--- src/rtl/ibus_loader_if.sv ---
// ibus_loader_if
// Bundles the byte-stream handshake and the instruction-memory write port
// used by the program loader.
//   master : host side (drives start / in_valid / in_data, observes the rest)
//   slave  : loader side (ibus_loader)
// Signals:
//   start    - one-cycle pulse that begins a load
//   in_valid - byte available on in_data
//   in_data  - stream byte
//   in_ready - loader accepts a byte this cycle
//   wr_en    - one-cycle instruction memory write strobe
//   wr_addr  - word address
//   wr_data  - instruction word
//   cpu_hold - keeps the core off the fetch bus
//   done     - last load completed with a good checksum
//   err      - last load was aborted
interface ibus_loader_if;
    logic        start;
    logic        in_valid;
    logic [7:0]  in_data;
    logic        in_ready;
    logic        wr_en;
    logic [15:0] wr_addr;
    logic [15:0] wr_data;
    logic        cpu_hold;
    logic        done;
    logic        err;

    modport master (
        output start, in_valid, in_data,
        input  in_ready, wr_en, wr_addr, wr_data, cpu_hold, done, err
    );

    modport slave (
        input  start, in_valid, in_data,
        output in_ready, wr_en, wr_addr, wr_data, cpu_hold, done, err
    );
endinterface

--- src/rtl/ibus_loader.sv ---
// ibus_loader
// Receives a program image as a byte stream (LEN_H, LEN_L, N x (DAT_H, DAT_L),
// CSUM), assembles 16-bit words and writes them into the instruction memory
// from address 0 upward. The core is held off the fetch bus while loading
// and after an aborted load.
// Ports:
//   clk - rising-edge clock
//   rst - synchronous active-high reset
//   bus - ibus_loader_if.slave (byte handshake, memory write port, status)
// Parameter:
//   ROM_AW - instruction memory address width (2**ROM_AW words)
module ibus_loader #(
    parameter int ROM_AW = 7
) (
    input logic          clk,
    input logic          rst,
    ibus_loader_if.slave bus
);
    localparam int         CW  = ROM_AW + 1;
    localparam logic [16:0] CAP = 17'(2 ** ROM_AW);

    typedef enum logic [2:0] {
        S_IDLE,
        S_LEN_H,
        S_LEN_L,
        S_DAT_H,
        S_DAT_L,
        S_CSUM,
        S_DONE,
        S_ERR
    } state_t;

    state_t          state, state_nx;
    logic [7:0]      len_hi;
    logic [15:0]     n_words;
    logic [CW-1:0]   cnt;
    logic [CW-1:0]   cnt_inc;
    logic [7:0]      csum;
    logic [7:0]      hi_byte;
    logic [15:0]     len_full;
    logic            byte_acc;
    logic            len_over;
    logic            last_word;

    // Status outputs decode directly from the state register.
    assign bus.in_ready = (state == S_LEN_H) || (state == S_LEN_L) ||
                          (state == S_DAT_H) || (state == S_DAT_L) ||
                          (state == S_CSUM);
    assign bus.cpu_hold = bus.in_ready || (state == S_ERR);
    assign bus.done     = (state == S_DONE);
    assign bus.err      = (state == S_ERR);

    assign byte_acc  = bus.in_valid & bus.in_ready;
    assign len_full  = {len_hi, bus.in_data};
    assign len_over  = {1'b0, len_full} > CAP;
    assign cnt_inc   = cnt + CW'(1);
    // cnt counts words already written; cnt_inc == N means this is the last one.
    assign last_word = (16'(cnt_inc) == n_words);

    always_comb begin
        state_nx = state;
        unique case (state)
            S_IDLE, S_DONE, S_ERR: begin
                if (bus.start) state_nx = S_LEN_H;
            end
            S_LEN_H: begin
                if (byte_acc) state_nx = S_LEN_L;
            end
            S_LEN_L: begin
                if (byte_acc) begin
                    if (len_over)             state_nx = S_ERR;
                    else if (len_full == '0)  state_nx = S_CSUM;
                    else                      state_nx = S_DAT_H;
                end
            end
            S_DAT_H: begin
                if (byte_acc) state_nx = S_DAT_L;
            end
            S_DAT_L: begin
                if (byte_acc) state_nx = last_word ? S_CSUM : S_DAT_H;
            end
            S_CSUM: begin
                if (byte_acc) state_nx = (bus.in_data == csum) ? S_DONE : S_ERR;
            end
            default: state_nx = S_IDLE;
        endcase
    end

    always_ff @(posedge clk) begin
        if (rst) begin
            state       <= S_IDLE;
            bus.wr_en   <= 1'b0;
            bus.wr_addr <= '0;
            bus.wr_data <= '0;
            len_hi      <= '0;
            n_words     <= '0;
            cnt         <= '0;
            csum        <= '0;
            hi_byte     <= '0;
        end else begin
            state     <= state_nx;
            bus.wr_en <= 1'b0;
            unique case (state)
                S_IDLE, S_DONE, S_ERR: begin
                    if (bus.start) begin
                        cnt  <= '0;
                        csum <= '0;
                    end
                end
                S_LEN_H: begin
                    if (byte_acc) len_hi <= bus.in_data;
                end
                S_LEN_L: begin
                    if (byte_acc) n_words <= len_full;
                end
                S_DAT_H: begin
                    if (byte_acc) begin
                        hi_byte <= bus.in_data;
                        csum    <= csum ^ bus.in_data;
                    end
                end
                S_DAT_L: begin
                    // N <= 2**ROM_AW was checked, so cnt never exceeds the top address here.
                    if (byte_acc) begin
                        bus.wr_en   <= 1'b1;
                        bus.wr_addr <= 16'(cnt[ROM_AW-1:0]);
                        bus.wr_data <= {hi_byte, bus.in_data};
                        csum        <= csum ^ bus.in_data;
                        cnt         <= cnt_inc;
                    end
                end
                default: ;
            endcase
        end
    end
endmodule

--- src/flat_wrapper.sv ---
// flat-port wrapper written by rule: the top's interface ports become plain ports
module ibus_loader_flat 
#(
    parameter int ROM_AW = 7
)
  (clk, rst, bus_start, bus_in_valid, bus_in_data, bus_in_ready, bus_wr_en, bus_wr_addr, bus_wr_data, bus_cpu_hold, bus_done, bus_err);
  ibus_loader_if bus_i ();
  input logic clk;
  input logic rst;
  input wire logic [$bits(bus_i.start)-1:0] bus_start;
  input wire logic [$bits(bus_i.in_valid)-1:0] bus_in_valid;
  input wire logic [$bits(bus_i.in_data)-1:0] bus_in_data;
  output wire logic [$bits(bus_i.in_ready)-1:0] bus_in_ready;
  output wire logic [$bits(bus_i.wr_en)-1:0] bus_wr_en;
  output wire logic [$bits(bus_i.wr_addr)-1:0] bus_wr_addr;
  output wire logic [$bits(bus_i.wr_data)-1:0] bus_wr_data;
  output wire logic [$bits(bus_i.cpu_hold)-1:0] bus_cpu_hold;
  output wire logic [$bits(bus_i.done)-1:0] bus_done;
  output wire logic [$bits(bus_i.err)-1:0] bus_err;
  assign bus_i.start = bus_start;
  assign bus_i.in_valid = bus_in_valid;
  assign bus_i.in_data = bus_in_data;
  assign bus_in_ready = bus_i.in_ready;
  assign bus_wr_en = bus_i.wr_en;
  assign bus_wr_addr = bus_i.wr_addr;
  assign bus_wr_data = bus_i.wr_data;
  assign bus_cpu_hold = bus_i.cpu_hold;
  assign bus_done = bus_i.done;
  assign bus_err = bus_i.err;
  ibus_loader #(.ROM_AW(ROM_AW)) u_core (.clk(clk), .rst(rst), .bus(bus_i));
endmodule
--- config.mk ---
export PLATFORM = sky130hd
export DESIGN_NAME = ibus_loader_flat
export DESIGN_NICKNAME = d
export VERILOG_FILES = /design/src/rtl/ibus_loader_if.sv /design/src/rtl/ibus_loader.sv /design/src/flat_wrapper.sv
export SDC_FILE = /design/constraint.sdc
export NUM_CORES = 1
export LEC_CHECK = 0
export ABC_AREA = 1
export ABC_CLOCK_PERIOD_IN_PS = 2150
export CAP_MARGIN = 30
export CORE_ASPECT_RATIO = 0.7
export CORE_UTILIZATION = 31
export CTS_BUF_LIST = sky130_fd_sc_hd__clkbuf_8
export DETAILED_ROUTE_END_ITERATION = 12
export DONT_BUFFER_PORTS = 1
export HOLD_SLACK_MARGIN = 0.02
export PLACE_DENSITY_LB_ADDON = 0.08
export SYNTH_ARGS = -nofsm -noshare
export SYNTH_HDL_FRONTEND = slang
export SYNTH_SLANG_ARGS = --single-unit
--- constraint.sdc ---
create_clock -name clk -period 2.15 [get_ports clk]
set_input_delay 0.5375 -clock clk [delete_from_list [all_inputs] [get_ports clk]]
set_output_delay 0.5375 -clock clk [all_outputs]
set_load 0.005 [all_outputs]
* Yosys cells after proc, flatten, opt, wreduce, memory -nomap -nowiden *
Index checks and enable logic that the tools add are counted.

storage, ports and cells
  output and inout bits = 37
  flip-flop bits (word level) = 75
  word-level logic and storage cells = 66

operators by class
  multiplexer cells = 17
  reduce and logical (&&, ||, !) cells = 19
  add/subtract/negate cells = 1
  $lt $le $gt $ge = 1
  equal/unequal tests = 16
  bitwise gates (word level) = 3

operators with widths
  operator                                                                          count
  8-bit case mux with 2 select lines                                                2
  3-bit 2-to-1 mux                                                                  9
  8-bit 2-to-1 mux                                                                  3
  3-bit case mux with 6 select lines                                                1
  8-bit by 16-bit equality test with 1-bit output                                   1
  16-bit by 8-bit greater-than comparator with 1-bit output, second input constant  1
  16-bit zero test                                                                  1
  3-bit equality test, second input constant                                        4
  2-bit by 1-bit inequality test with 1-bit output, second input constant           6
  8-bit by 1-bit adder with 8-bit output, second input constant                     1
  8-bit equality test                                                               1
  2-bit AND reduction                                                               4
  8-bit XOR                                                                         1
  3-bit by 2-bit equality test with 1-bit output, second input constant             2
  3-bit AND reduction                                                               2
  6-bit AND reduction                                                               1
  1-bit logical OR                                                                  5
  2-bit nonzero test                                                                2
  2-bit OR reduction                                                                2
  3-bit by 1-bit equality test with 1-bit output, second input constant             1
  3-bit zero test                                                                   1
  3-bit OR reduction                                                                1
  1-bit 2-to-1 mux                                                                  2
  2-bit inequality test, second input constant                                      1
  other kinds (2)                                                                   2

* Longest topological paths before layout *
Gate-level depths: netlist (run 1).

  word-level depth = 8
  mapped depth = 14

* Worst setup path before layout (run 1) *
Ideal clock, no wire load.

  path kind = reg2reg
  from = reg u_core.state[1]
  to = reg u_core.cnt[3]
  required time = 2.016 ns
  path slack = 0.640 ns
  cell stages (with the launch flop) = 13
  data arrival time = 1.377 ns
  setup time = 0.134 ns
  buffers on the path = 1
  period minus slack after synthesis = 1.510 ns
  path through = dfxtp_1 inv_2 nor2_2 inv_2 nand2_4 nor2_4 inv_2 nor2_2 nor2_2 inv_2 buf_6 a31oi_1 a211oi_2

between the ends
  longest elaborated chain between the ends = 8

RTL lines
  what                                                                                                                     RTL line            source
  start, declared                                                                                                          ibus_loader.sv:33   state_t state, state_nx;
  start signal, assigned                                                                                                   ibus_loader.sv:101  state <= state_nx;
  3-bit by 1-bit equality test with 1-bit output / 3-bit by 2-bit equality test with 1-bit output (equally long branches)  ibus_loader.sv:46   assign bus.in_ready = (state == S_LEN_H) || (state == S_LEN_L) ||
  1-bit logical OR (2 in series)                                                                                           ibus_loader.sv:46
  1-bit logical OR                                                                                                         ibus_loader.sv:47   (state == S_DAT_H) || (state == S_DAT_L) ||
  1-bit logical OR *                                                                                                       ibus_loader.sv:47
  net bus_in_ready                                                                                                         flat_wrapper.sv:13  output wire logic [$bits(bus_i.in_ready)-1:0] bus_in_ready;
  1-bit AND *                                                                                                              ibus_loader.sv:53   assign byte_acc = bus.in_valid & bus.in_ready;
  2-bit by 1-bit inequality test with 1-bit output (no source line) *                                                      --
  3-bit AND reduction (no source line) *                                                                                   --
  end signal, assigned                                                                                                     ibus_loader.sv:129  cnt <= cnt_inc;
  end, declared                                                                                                            ibus_loader.sv:36   logic [CW-1:0] cnt;

Mark *: on every way through the listed nets, which the timed path passes. The rest lies on a longest branch.
A chain may end at the register's enable or synchronous reset.

* Final worst setup path (run 1) *
  from = reg u_core.state[1]
  to = out bus_in_ready

between the ends
  longest elaborated chain between the ends = 5

RTL lines
  what                                                                                                                     RTL line
  3-bit by 1-bit equality test with 1-bit output / 3-bit by 2-bit equality test with 1-bit output (equally long branches)  ibus_loader.sv:46
  1-bit logical OR (2 in series)                                                                                           ibus_loader.sv:46
  1-bit logical OR                                                                                                         ibus_loader.sv:47
  1-bit logical OR *                                                                                                       ibus_loader.sv:47
  end, declared                                                                                                            flat_wrapper.sv:13

Mark *: on every way between the ends. The rest lies on a longest branch, timed or not.

==> results of run 1 <==
cell type report:
class,count,area [um^2]
Inverter,51,193
Sequential cell,75,1500
Clock buffer,9,124
Multi-Input combinational cell,340,1620
Timing Repair Buffer,5,50.0
Fill cell,1136,6810
Tap cell,148,185
Clock inverter,7,70.1
layer usage:
metal	track usage [%]	wire [um]	vias to the layer above
met5	0	0	-
met4	4.71	72	0
met3	5.18	607	6
met2	23.1	3570	73
met1	25.4	4780	1315
li1	-	-	1539
path summary, 6_finish.rpt:
kind / start / end / slack, ns / cells past startpoint
hold reg to reg: u_core.n_words[8]$_SDFFE_PP0P_ / u_core.n_words[8]$_SDFFE_PP0P_ / 0.45 / 2
setup / recovery: u_core.state[1]$_SDFFE_PP0P_ / bus_in_ready / 0.24 / 6
setup reg to reg: u_core.cnt[0]$_SDFFE_PP0P_ / u_core.state[2]$_SDFFE_PP0P_ / 0.29 / 12
hold / removal: rst / u_core.hi_byte[1]$_SDFFE_PP0P_ / 0.25 / 1
cells in the mapped netlist (5+ instances only):
| cell type | count | area (um^2) |
|---|---|---|
| xor2_1 | 5 | 43.8 |
| nand2_1 | 88 | 330 |
| nor2_2 | 5 | 31.3 |
| nand3_1 | 33 | 165 |
| dfxtp_1 | 75 | 1500 |
| inv_2 | 9 | 33.8 |
| clkbuf_1 | 15 | 56.3 |
| o21ai_0 | 48 | 240 |
| a21oi_1 | 54 | 270 |
| nor2_1 | 69 | 259 |
| buf_4 | 9 | 67.6 |
| inv_1 | 41 | 154 |
sequential cells by signal, summed over array words and instances (netlist names):
| register | flops |
|---|---|
| u_core.bus.wr_addr | 7 |
| u_core.bus.wr_data | 16 |
| u_core.bus.wr_en | 1 |
| u_core.cnt | 8 |
| u_core.csum | 8 |
| u_core.hi_byte | 8 |
| u_core.len_hi | 8 |
| u_core.n_words | 16 |
| u_core.state | 3 |
through the flow:
step           cells  cell area, um^2
2_1_floorplan    493             3460
3_3_place_gp     619             3550
3_5_place_dp     619             3550
4_1_cts          635             3740
5_1_grt          635             3740
6_report         635             3740
power groups by stage:
stage          combinational (mW)  clock (mW)  sequential, mW
5_1_grt                     0.386        1.19            1.47
6_report                    0.335        1.07            1.46
4_1_cts                     0.338        1.12            1.46
3_3_place_gp                0.338           0            1.50
2_1_floorplan               0.294           0            1.49
3_5_place_dp                0.337           0            1.50
cells by family (layout without fill, tap and decap cells):
family,Yosys count,count (layout),share of synthesized area (%)
compound gates,113,113,17.7
flops,75,75,43.8
buf+inv,78,72,9.85
fa+ha+maj,1,1,0.365
other cells,1,9,0.109
xor+xnor,9,9,2.30
simple gates,208,208,26.0
==> results.cfg, run 1 <==
[power]
p_sw_share_pct = 27.9
p_comb_share_pct = 11.7
power_mw = 2.87
power_frac_seq_pct = 50.9
p_clk_share_pct = 37.4
leakagePower_nw = 1.48
peakVddDrop_v = 0.000427
intPower_mw = 2.07
power.switching_uw = 803
powerDensity_nw_per_um2 = 767

[logic_synthesis]
synth_ff_type = dfxtp_1
syn_inst = 485
ys_async_sr_fraction_pct = 0
syn_area_um2 = 3430
synth_area_per_cell_um2 = 7.07
ys_types = 32
synth_edf_count = 0
synth-seq-cells = 75
ys_seq_area_share_pct = 43.8
synth_warnings = 0

[global_route]
antenna_found_initial = 0
grt_pass1_vias = 2734
grt_start_max_net_pins = 41
grt_pass1_wl_um = 14900
grt_overflow = 0
grt_util_all_layers_pct = 17.0

[run]
drv_cap = 0

[setup_path]
crit_path_max_incr_delay_ns = 0.48
crit_top_cell = inv_2
crit_chain = inv_2 > nor2_2 > inv_2 > nand2_4 > nor2_4 > inv_2
cp-end-kind = primary output
crit_buf_inv = 3
worstPathRequired_ns = 1.61
crit_type = reg -> out
cpLargestDelayFamily = flip-flops
crit_slowest_cell = dfxtp_1
crit_fanout = 5
start_kind = flip-flop
critPathArrivalTime_ns = 1.37

[place]
dpl.hpwl_um = 6350
post-place-ws_ns = 0.301
place_congestion = 0.818
numPortBuffers = 0

[die]
die_width_um = 128
core_area_um2 = 10600
die_area_um2 = 11500
initial_core_util_pct = 32.5
io_pins = 49
die_y_um = 90.0
rows = 31

[timing]
setup_viol = 0
finalMaxSlewViolations = 0
finalHoldViolations = 0
rsz0062_at_grt = false
skew_ns = 0.00621
final.min_clock_period_ns = 1.91
holdWs_ns = 0.248
setup_ws_ns = 0.244
max_freq_mhz = 525
tns_ns = 0
min_period_over_period_pct = 88.7

[cts]
cts_tree = done
post_cts_buffers = 0
clock_sinks = 75
h-tree-depth = 3
numCtsBuffers = 9
clk_pin_slew_worst_paths_ns = 0.08
cts.path.max_buffers = 2
post_cts_resized = 0
root_buffer = clkbuf_8
clkLatencyLatePin_ns = 0.35
hold_buffers = 0

[cells_and_area]
fin_nets = 495
fin_util_pct = 35.5
mostFrequentLayoutCells = 88 x nand2_1, 75 x dfxtp_1, 69 x nor2_1, 54 x a21oi_1, 47 x o21ai_0
drive_gt1_share_pct = 9.03
syn_to_final_growth_pct = 9.15
diodes = 0
mostFrequentLayoutCell = nand2_1

[detailed_routing]
via_per_inst = 4.62
route.detailed.drc = 0
initialDrtViolationCount = 180
drt-pass1-iter-count = 4
vias = 2933
wl_per_cell_um = 14.2
ant_nets = 0
routed_wl_um = 9030

[status]
outcome = finished clean

[min_path]
hp-class = in -> reg
No activity file was read; power rests on OpenSTA's default activity.
==> run 2, diff against run 1 <==
--- a/config.mk
+++ b/config.mk
@@ -15,6 +15,7 @@
 export DONT_BUFFER_PORTS = 1
 export HOLD_SLACK_MARGIN = 0.02
 export PLACE_DENSITY_LB_ADDON = 0.08
+export REMOVE_ABC_BUFFERS = 1
 export SYNTH_ARGS = -nofsm -noshare
 export SYNTH_HDL_FRONTEND = slang
 export SYNTH_SLANG_ARGS = --single-unit
==> run 2 against run 1 <==
Effect of this change: global-route usage fell by 0.085 points; non-clock buffer count rose by 2; via count barely moved; clock power barely moved; wire length barely moved; count of clock-buffer cells in the layout rose by 1; register-to-register slack improved by 0.02 ns; first-iteration DRC count rose by 15%.
==> results.cfg, run 2 (synthesis results as in run 1) <==
[cells_and_area]
diodes = 0
nFillCells = 1163
mostFrequentLayoutCell = nand2_1
largestRegisters = u_core.bus.wr_data (16), u_core.n_words (16)
fin_nets = 497
syn_to_final_growth_pct = 8.90
mostFrequentLayoutCells = 88 x nand2_1, 75 x dfxtp_1, 69 x nor2_1, 54 x a21oi_1, 48 x o21ai_0
final_area_um2 = 3740
drive_gt1_share_pct = 8.83

[setup_path]
crit_buf_inv = 2
critPathArrivalTime_ns = 1.35
path_depth = 4
start_kind = flip-flop
crit_slowest_cell = dfxtp_1
reg2reg_slack_ns = 0.31
crit_chain = inv_1 > nor2_1 > nor2_4 > inv_2
cp-end-kind = primary output
crit_fanout = 6
r2r_cells = 12
cpLargestDelayFamily = flip-flops
r2r_end = u_core.state[2]$_SDFFE_PP0P_
r2r_start = u_core.cnt[0]$_SDFFE_PP0P_
worstPathRequired_ns = 1.61
crit_type = reg -> out
crit_path_max_incr_delay_ns = 0.48

[timing]
rsz0062_at_grt = false
max_freq_mhz = 530
relSlewSlack_pct = 58.0
skew_ns = 0.00890
final.min_clock_period_ns = 1.89
setup_viol = 0
tns_ns = 0
tightest_slew_ns = 0.629
finalHoldViolations = 0
finalMaxSlewViolations = 0
min_period_over_period_pct = 87.8
setup_ws_ns = 0.262
holdWs_ns = 0.251

[global_route]
grt_overflow = 0
grt_pass1_vias = 2761
grt_util_all_layers_pct = 16.9
grt_pass1_wl_um = 15100
grt_start_max_net_pins = 30
antenna_found_initial = 0

[die]
io_pins = 49
initial_core_util_pct = 32.5
die_width_um = 128
rows = 31
die_area_um2 = 11500
core_area_um2 = 10600
die_y_um = 90.0

[cts]
root_buffer = clkbuf_8
clk_pin_slew_worst_paths_ns = 0.08
hold_buffers = 0
cts.path.max_buffers = 2
h-tree-depth = 3
cts_tree = done
numCtsBuffers = 9
post_cts_buffers = 0
post_cts_resized = 0
clkLatencyLatePin_ns = 0.35
clock_sinks = 75

[detailed_routing]
drt-pass1-iter-count = 4
via_per_inst = 4.62
vias = 2932
wl_per_cell_um = 14.2
ant_nets = 0
initialDrtViolationCount = 207
route.detailed.drc = 0
routed_wl_um = 9040

[power]
p_clk_share_pct = 37.0
power_mw = 2.85
power_frac_seq_pct = 51.4
peakVddDrop_v = 0.000256
power.switching_uw = 769
p_sw_share_pct = 26.9
p_comb_share_pct = 11.6
intPower_mw = 2.09
leakagePower_nw = 1.49
powerDensity_nw_per_um2 = 764

[place]
dpl.hpwl_um = 6350
place_area_um2 = 3550
post-place-ws_ns = 0.323
numPortBuffers = 0
place_congestion = 0.783

[min_path]
hp-start = rst
min_to = u_core.cnt[1]$_SDFFE_PP0P_
hp-class = in -> reg
min_path_cells = 1

[run]
drv_cap = 0

[status]
outcome = finished clean
[run 2: how the worst max path moves through the flow]
stage	start	end	slack (ns)
after CTS	u_core.state[1]$_SDFFE_PP0P_	bus_in_ready	0.24
after global placement	u_core.state[1]$_SDFFE_PP0P_	u_core.n_words[0]$_SDFFE_PP0P_	0.36
after global routing	u_core.state[1]$_SDFFE_PP0P_	u_core.n_words[9]$_SDFFE_PP0P_	0.03
after floorplan	u_core.state[1]$_SDFFE_PP0P_	u_core.n_words[0]$_SDFFE_PP0P_	0.55
final	u_core.state[2]$_SDFFE_PP0P_	bus_in_ready	0.26
after detailed placement	u_core.state[1]$_SDFFE_PP0P_	u_core.n_words[0]$_SDFFE_PP0P_	0.32
[run 2: power groups by stage]
stage,combinational [mW],sequential (mW),clock (mW)
3_5_place_dp,0.332,1.50,0
3_3_place_gp,0.332,1.50,0
6_report,0.331,1.47,1.06
2_1_floorplan,0.258,1.49,0
5_1_grt,0.376,1.47,1.16
4_1_cts,0.333,1.47,1.10
[run 2: through the flow]
stage | cells | util, %
2_1_floorplan | 466 | -
3_3_place_gp | 621 | 33.7
3_5_place_dp | 621 | 33.7
4_1_cts | 635 | 35.4
5_1_grt | 635 | 35.4
6_report | 635 | 35.4
[run 2: area by class of cell]
cell class | count | area (um^2) | area share [%]
inverter | 51 | 193 | 5.16
clock buffer | 10 | 138 | 3.68
timing repair buffer | 7 | 52.6 | 1.41
clock inverter | 4 | 45.0 | 1.21
sequential | 75 | 1500 | 40.2
multi-input combinational | 340 | 1620 | 43.4
tap | 148 | 185 | 4.96
[run 2: routing by layer]
layer / track usage, % / up-vias / part of all wire [%]
met5: 0 / - / 0
met1: 25.4 / 1330 / 53
met2: 22.5 / 58 / 41
met4: 4.71 / 0 / 0.42
met3: 5.42 / 4 / 6.1
li1: - / 1540 / -
[run 2: worst register-to-register path: stages, from the launching register on]
cell and delay (ns):
dfxtp_1 0.40, inv_1 0.11, nor2_1 0.38, nand2_1 0.17, nand3b_1 0.14, inv_1 0.05, nor2_1 0.10, nand2_1 0.05
nor2_1 0.08, nand3_1 0.08, nand2_1 0.07, nand2_1 0.04, a21oi_1 0.11
